--- config.mk ---
export PLATFORM = sky130hd
export DESIGN_NAME = inst_fetch
export DESIGN_NICKNAME = d
export VERILOG_FILES = /design/src/rtl/inst_fetch.sv
export SDC_FILE = /design/constraint.sdc
export NUM_CORES = 1
export LEC_CHECK = 0
export ABC_AREA = 1
export BUFFER_PORTS_ARGS = -buffer_cell sky130_fd_sc_hd__buf_2
export CAP_MARGIN = 20
export CORE_UTILIZATION = 55
export DETAILED_ROUTE_END_ITERATION = 7
export PLACE_DENSITY_LB_ADDON = 0.15
export SLEW_MARGIN = 0
export SYNTH_ARGS = -nofsm -noshare
export SYNTH_HDL_FRONTEND = slang
export SYNTH_SLANG_ARGS = --single-unit
--- constraint.sdc ---
create_clock -name clk -period 4.05 [get_ports clk]
set_input_delay 0.81 -clock clk [delete_from_list [all_inputs] [get_ports clk]]
set_output_delay 0.81 -clock clk [all_outputs]
set_load 0.02 [all_outputs]
--- src/rtl/inst_fetch.sv ---
// CPU32 instruction fetch: owns the PC, issues single-outstanding imem reads and
// buffers returned words in a 2-entry queue for the decoder.
module inst_fetch #(
  parameter logic [31:0] RESET_PC = 32'h0000_0000
) (
  input  logic        clk,
  input  logic        reset,
  output logic        imem_req,
  output logic [31:0] imem_addr,
  input  logic        imem_ack,
  input  logic [31:0] imem_rdata,
  output logic [31:0] inst,
  output logic [31:0] inst_pc,
  output logic        inst_valid,
  input  logic        inst_ready,
  input  logic        redirect,
  input  logic [31:0] redirect_pc,
  input  logic        halt,
  output logic        halted
);

  typedef enum logic [1:0] {StIdle, StWait, StDrain, StHalt} state_e;

  state_e      state_q, state_d;
  logic [31:0] fetch_pc_q, fetch_pc_d;
  logic [31:0] req_addr_q, req_addr_d;
  logic [31:0] q_pc_q   [2];
  logic [31:0] q_pc_d   [2];
  logic [31:0] q_word_q [2];
  logic [31:0] q_word_d [2];
  logic        head_q, head_d;
  logic [1:0]  count_q, count_d;
  logic        halt_pend_q, halt_pend_d;

  logic        pop;
  logic        req_start;
  logic        flush;
  logic        push;
  logic        do_pop;
  logic        tail;
  logic [31:0] redirect_tgt;

  assign tail         = head_q ^ count_q[0];
  assign redirect_tgt = redirect_pc & ~32'd3;

  always_ff @(posedge clk) begin
    if (reset) begin
      state_q     <= StIdle;
      fetch_pc_q  <= RESET_PC;
      req_addr_q  <= RESET_PC;
      q_pc_q      <= '{default: '0};
      q_word_q    <= '{default: '0};
      head_q      <= 1'b0;
      count_q     <= 2'd0;
      halt_pend_q <= 1'b0;
    end else begin
      state_q     <= state_d;
      fetch_pc_q  <= fetch_pc_d;
      req_addr_q  <= req_addr_d;
      q_pc_q      <= q_pc_d;
      q_word_q    <= q_word_d;
      head_q      <= head_d;
      count_q     <= count_d;
      halt_pend_q <= halt_pend_d;
    end
  end

  always_comb begin
    state_d     = state_q;
    fetch_pc_d  = fetch_pc_q;
    req_addr_d  = req_addr_q;
    q_pc_d      = q_pc_q;
    q_word_d    = q_word_q;
    head_d      = head_q;
    count_d     = count_q;
    halt_pend_d = halt_pend_q;
    flush       = 1'b0;
    push        = 1'b0;
    do_pop      = 1'b0;

    unique case (state_q)
      StIdle: begin
        if (halt) begin
          flush   = 1'b1;
          state_d = StHalt;
        end else if (redirect) begin
          flush      = 1'b1;
          fetch_pc_d = redirect_tgt;
        end else begin
          do_pop = pop;
          if (req_start) begin
            state_d    = StWait;
            req_addr_d = fetch_pc_q;
          end
        end
      end
      StWait: begin
        // An ack landing with a halt/redirect closes the transaction; its data is dropped.
        if (halt) begin
          flush       = 1'b1;
          halt_pend_d = 1'b1;
          state_d     = imem_ack ? StHalt : StDrain;
        end else if (redirect) begin
          flush      = 1'b1;
          fetch_pc_d = redirect_tgt;
          state_d    = imem_ack ? StIdle : StDrain;
        end else begin
          do_pop = pop;
          if (imem_ack) begin
            push       = 1'b1;
            fetch_pc_d = fetch_pc_q + 32'd4;
            state_d    = StIdle;
          end
        end
      end
      StDrain: begin
        if (halt || halt_pend_q) begin
          flush       = 1'b1;
          halt_pend_d = 1'b1;
          if (imem_ack) state_d = StHalt;
        end else if (redirect) begin
          flush      = 1'b1;
          fetch_pc_d = redirect_tgt;
          if (imem_ack) state_d = StIdle;
        end else begin
          do_pop = pop;
          if (imem_ack) state_d = StIdle;
        end
      end
      default: flush = 1'b1;
    endcase

    if (flush) begin
      count_d = 2'd0;
    end else begin
      if (push) begin
        q_pc_d[tail]   = fetch_pc_q;
        q_word_d[tail] = imem_rdata;
      end
      head_d  = head_q ^ do_pop;
      count_d = count_q + {1'b0, push} - {1'b0, do_pop};
    end
  end

  always_comb begin
    inst_valid = (count_q != 2'd0) && (state_q != StHalt);
    inst       = q_word_q[head_q];
    inst_pc    = q_pc_q[head_q];
    halted     = (state_q == StHalt);
    pop        = inst_valid && inst_ready;
    req_start  = 1'b0;
    imem_req   = 1'b0;
    imem_addr  = fetch_pc_q;
    unique case (state_q)
      StIdle: begin
        // A pop in this cycle frees the reserved slot, so a full queue may still issue.
        req_start = !reset && !halt && !redirect && ((count_q < 2'd2) || pop);
        imem_req  = req_start;
      end
      StWait, StDrain: begin
        imem_req  = 1'b1;
        imem_addr = req_addr_q;
      end
      default: ;
    endcase
  end

endmodule

# Word level (Yosys, flattened, before mapping)

Cells that the tools add are included.

RAM bits: 0
Bits in read-only memories: 0
Memories: 0
Logic and storage cells: 106
Latch bits: 0
Register bits: 198

Div/mod/pow operators: 0
Eq/ne operators: 13
Shifts and indexed selects: 0
$add $sub $neg: 3
$mul: 0
Magnitude comparators: 4
Muxes and demuxes: 46
Reductions and logical operators: 23
Bitwise gates (word level): 7

Operators by type and width:

| cell                                                             | number |
|---|---|
| 32-bit 2-to-1 mux                                                | 14 |
| 64-bit bitwise mux                                               | 2 |
| 32-bit one-hot mux with 3 select lines                           | 1 |
| 32-bit by 3-bit adder with 32-bit output (second input constant) | 1 |
| 32-bit demux with 1-bit select                                   | 1 |
| 2-bit 2-to-1 mux                                                 | 9 |
| 1-bit 2-to-1 mux                                                 | 14 |
| 2-bit inequality test (second input constant)                    | 6 |
| 3-bit inequality test (second input constant)                    | 4 |
| 1-bit one-hot mux with 2 select lines                            | 4 |
| 4-bit AND reduction                                              | 2 |
| 1-bit logical AND                                                | 6 |
| 2-bit one-hot mux with 3 select lines                            | 1 |
| 2-bit OR reduction                                               | 3 |
| 5-bit AND reduction                                              | 1 |
| 2-bit equality test (second input constant)                      | 2 |
| 2-bit greater-or-equal comparator (second input constant)        | 2 |
| 1-bit inverter with 2-bit output                                 | 2 |
| 2-bit nonzero test                                               | 2 |
| 1-bit zero test                                                  | 3 |
| 1-bit inverter                                                   | 3 |
| 3-bit AND reduction                                              | 1 |
| 3-bit nonzero test                                               | 1 |
| 2-bit by 1-bit adder with 2-bit output                           | 1 |
| other kinds (8)                                                  | 10 |

# Depth between registers and ports, before layout

Depth in word-level cells: 10
Mapped depth: 12
Gate-level depth less buffers: 11

# Worst setup path before layout

No wires, ideal clock.

Path kind: register to output
From: register state_q[0]
To: output port imem_req
Arrival time: 1867 ps
Data required time: 3240 ps
Setup slack: 1373 ps
Path buffers: 1
Cell stages (with the launch flop): 8
Path through: dfxtp_1 ha_1 nor2_1 nand2_1 nand2_1 nand2_1 clkbuf_1 a21oi_1

Longest elaborated chain between the ends: 6

Ends and longest elaborated chain:

| element                               | RTL line | source |
|---|---|---|
| from (decl)                           | 24       | `state_e state_q, state_d;` |
| from (signal assigned)                | 48       | `state_q <= StIdle;` |
| from (signal assigned)                | 57       | `state_q <= state_d;` |
| 2-bit inequality test                 | 146      | `inst_valid = (count_q != 2'd0) && (state_q != StHalt);` |
| 1-bit logical AND                     | 146      |  |
| via inst_valid                        | 14       | `output logic inst_valid,` |
| 1-bit logical AND                     | 150      | `pop = inst_valid && inst_ready;` |
| 1-bit logical OR                      | 157      | `req_start = !reset && !halt && !redirect && ((count_q < 2'd2) \|\| pop);` |
| 1-bit logical AND                     | 157      |  |
| 1-bit one-hot mux with 2 select lines | 154      | `unique case (state_q)` |
| to (decl)                             | 8        | `output logic imem_req,` |

The timed path passes the listed nets, and every way through them passes these cells.

# Worst setup path after layout

From: register state_q[0]
To: output port imem_addr[20]

Longest elaborated chain between the ends: 3

Ends and longest elaborated chain:

| element                                                                                      | RTL line | source |
|---|---|---|
| 2-bit by 1-bit equality test with 1-bit output / 2-bit equality test (equally long branches) | 154      |  |
| 2-bit OR reduction (*)                                                                       | 154      |  |
| 32-bit 2-to-1 mux (*)                                                                        | 154      |  |
| to (decl)                                                                                    | 9        | `output logic [31:0] imem_addr,` |

Every way passes the cells marked *; elsewhere a longest branch is shown, timed or not.

==> results summary <==
The post-layout instance area is around 10000 sq um. The critical path starts at state_q[0]$_SDFFE_PP0P_. Walking the worst path, the cells encountered are inv_1 -> ha_2 -> buf_4 -> nand2_1 -> o21ai_0 -> buf_2.

The top cell family by delay on the critical path is adder cells. In this run the critical register-to-register path is launched from state_q[0]$_SDFFE_PP0P_. The worst setup path is launched from a register. The final setup violation count is 0.

The cell count after placement is 1603. The die height came out at roughly 130 microns. From left edge to right edge, the die measures 129 microns. The average wire per cell in the routed design came out at 14.2 microns.

The via density per instance is about 5.4. The post-synthesis cell area is approximately 9000 sq um. The worst hold path begins at q_word_q[33]$_SDFFE_PP0P_.

For this run, design rule violations remaining after detail routing come to 0. The leakage power of the design came out at 4.02 nW. The number of global-route vias before repair was ~7600.

The library cell used most frequently in the layout, excluding fill and tap cells, is sky130_fd_sc_hd__nand2_1. The ratio of final minimum period to clock period is 0.814. Post-CTS repair changed the size of 0 cells. The time the final worst path needs with I/O delays and setup is ~3.3 ns. The maximum vdd drop came out at about 0.00058 V. The relative area change from synthesis to final layout is 15.7%. The startpoint-to-endpoint class of the critical path is reg2out. The number of hold-slack violations in the final timing report is 0. In the layout the commonest cells are 255 x sky130_fd_sc_hd__nand2_1, 242 x sky130_fd_sc_hd__o21ai_0, 189 x sky130_fd_sc_hd__dfxtp_1. The later pin in the worst-skew pair is clocked with a latency of between 0.4 and 0.5 ns.

The synthesized design spends more area on one cell type than any other, namely sky130_fd_sc_hd__dfxtp_1. The tightest min-delay check is of the reg2reg type. In this run the power density over the cells is roughly 510 nW/um^2. The layout filler cell count is between 1000 and 1500. The post-synthesis sequential element count is 190.

Summed over all layers, the routed wires come to ~23000 microns. The post-route total power came out at about 5.2 mW. The flow ran to the end, and the final reports show no timing, DRC or antenna violations. In this run, CTS created clock tree buffers numbering 17.

The buffer and inverter count on the worst path is 3. The post-CTS setup repair buffer count came out at 0. The worst setup slack after placement came out at 0.938 ns. The length of the first detailed-routing pass in iterations came out at 5.

The global-route wire length before repair is about 37000 microns. For this configuration, the core starts out at a cell density of 0.573. The sequential area share after synthesis came out at 0.430. The clock transition at the register clock pins on the worst setup and hold paths after CTS came out at roughly 0.070 ns. The final core area utilization came out at 0.663.

The count of buffers from port buffering came out at roughly 160. The total placed instance area is a little under 10000 sq um. In the final layout, the multi-input gates occupy around 4200 sq um. Setup repair after global routing left no endpoint under its margin. The layout net count is 1488. TritonCTS built the clock tree. After technology mapping, the gate count stands at about 1300. The post-route worst setup slack came out at ~0.75 ns. For this run the aggregate overflow at the end of global routing stands at 0. Clock skew on the completed layout was measured at 0.00705 ns.

The maximum fanout count along the critical path came out at between 40 and 50. The hold slack is roughly 0.45 ns. The count of final max-slew check failures came out at 0. The die covers ~17000 sq um.

Summed over all failing endpoints, the final setup total negative slack is 0 ns. By area the synthesized netlist is led by sky130_fd_sc_hd__dfxtp_1 43%, sky130_fd_sc_hd__o21ai_0 14%, sky130_fd_sc_hd__nand2_1 11%. Data on the critical path arrives at its endpoint at about 2.5 ns. The worst endpoint required time is roughly 3.2 ns. The number of distinct standard cells referenced by the synthesized netlist is 32. The peak per-stage delay on the critical path came out at 0.83 ns. At the pin with the least slew margin, the transition time is ~1.0 ns.

The maximum number of pins on one net before global-route repair is about 120. The number of antenna violations at the first check in global routing came out at 0. The count of nets left with antenna violations once routing finished came out at 0. The number of buffers on the longest clock path came out at 2. The total number of placement rows came out at 45.

The share of post-route cells with drive strength above 1 came out at 0.157. The count of synthesis-stage warnings from yosys came out at 0. The remaining max-slew budget at the tightest pin is 0.303. The detailed-route via count came out at 8829. The quantity of hold-fixing buffers added after cts came out at 0. The estimated wirelength of the detail-placed design is 15700 microns.

The number of DRC violations after detailed-routing iteration 0 is around 860. The number of top-level pins came out at around 170. The storage element area came out at around 3800 sq um. The top-area cell type share of the netlist area came out at 0.430. The mean cell area of the mapped netlist is 6.76 sq um. The number of antenna diodes came out at 0. In this run the number of H-tree levels came out at 4.

The largest individual stage delay along the critical path comes from the cell sky130_fd_sc_hd__ha_2. The core outline area is 15400 sq um. Timing would allow up to a little over 300 MHz.

The count of placed standard cells in the final layout, fillers left out came out at approximately 1600. In this run the clock root is driven by a sky130_fd_sc_hd__clkbuf_16. Counting every sink on the clock net gives 190. The aggregate global-route resource usage came out at 0.283. The congestion estimate from routability-driven global placement came to 0.933. The worst setup path is captured at a primary output. The max capacitance violation total came out at 0.
-- cell families (layout without fill, tap and decap cells) --
logic type                 count (synthesis)  after routing  synth area share
and+or+nand+nor                          490            490             0.227
AOI/OAI and AO/OA                        408            408             0.233
buffers and inverters                    210            322            0.0979
DFF                                      190            190             0.430
adders and majority gates                  7              7           0.00990
xor gates and xnor gates                   2              2           0.00198
other                                      1              4          0.000424
-- path summary, 6_finish.rpt --
check / to / slack (ns) / depth (start not counted)
worst min register to register: q_word_q[33]$_SDFFE_PP0P_ / 0.45 / 2
worst max-delay path: imem_addr[20] / 0.75 / 6
worst min-delay path: q_word_q[33]$_SDFFE_PP0P_ / 0.45 / 2
worst max register to register: q_pc_q[27]$_SDFFE_PP0P_ / 1.11 / 10
-- cell usage after synthesis, drive strengths merged --
cell type	count
o21ai	271
nand2	259
dfxtp	190
nor2	147
a21oi	128
inv	119
nand3	69
clkbuf	55
buf	35
nand4	8
ha	7
a211oi	4
nor3	3
or2	3
a31oi	2
xnor2	2
clkinv	1
conb	1
nand3b	1
o211a	1
o211ai	1
o22ai	1
-- flip-flops by register name (all words and copies together), names as in the netlist --
name,count
req_addr_q,30
count_q,2
head_q,1
state_q,2
q_pc_q,60
fetch_pc_q,30
q_word_q,64
halt_pend_q,1
-- worst reg2reg max path, delay by kind of cell, from the launching register on --
family	cells	cell delay, ns
compound gates	2	0.34
fa+ha+maj	1	0.27
buf+inv	3	1.06
flops	1	0.41
simple gates	4	0.79
-- routing by layer --
metal,share of wire,global-route usage
met1,0.45,0.398
met2,0.45,0.447
met3,0.077,0.0495
met4,0.017,0.0782
met5,0,0
-- final cells by class --
type | count | share of cell area
timing repair buffer | 171 | 0.0883
clock buffer | 17 | 0.0416
inverter | 120 | 0.0443
tap | 211 | 0.0258
clock inverter | 14 | 0.0179
sequential | 190 | 0.372
multi-input combinational | 911 | 0.410
-- where the power goes --
group          leakage (nW)  switching [mW]  internal, mW
combinational          2.19           0.943         0.373
clock                 0.291           0.750         0.983
sequential             1.54           0.159          1.99
(Power assumes the default switching activity.)
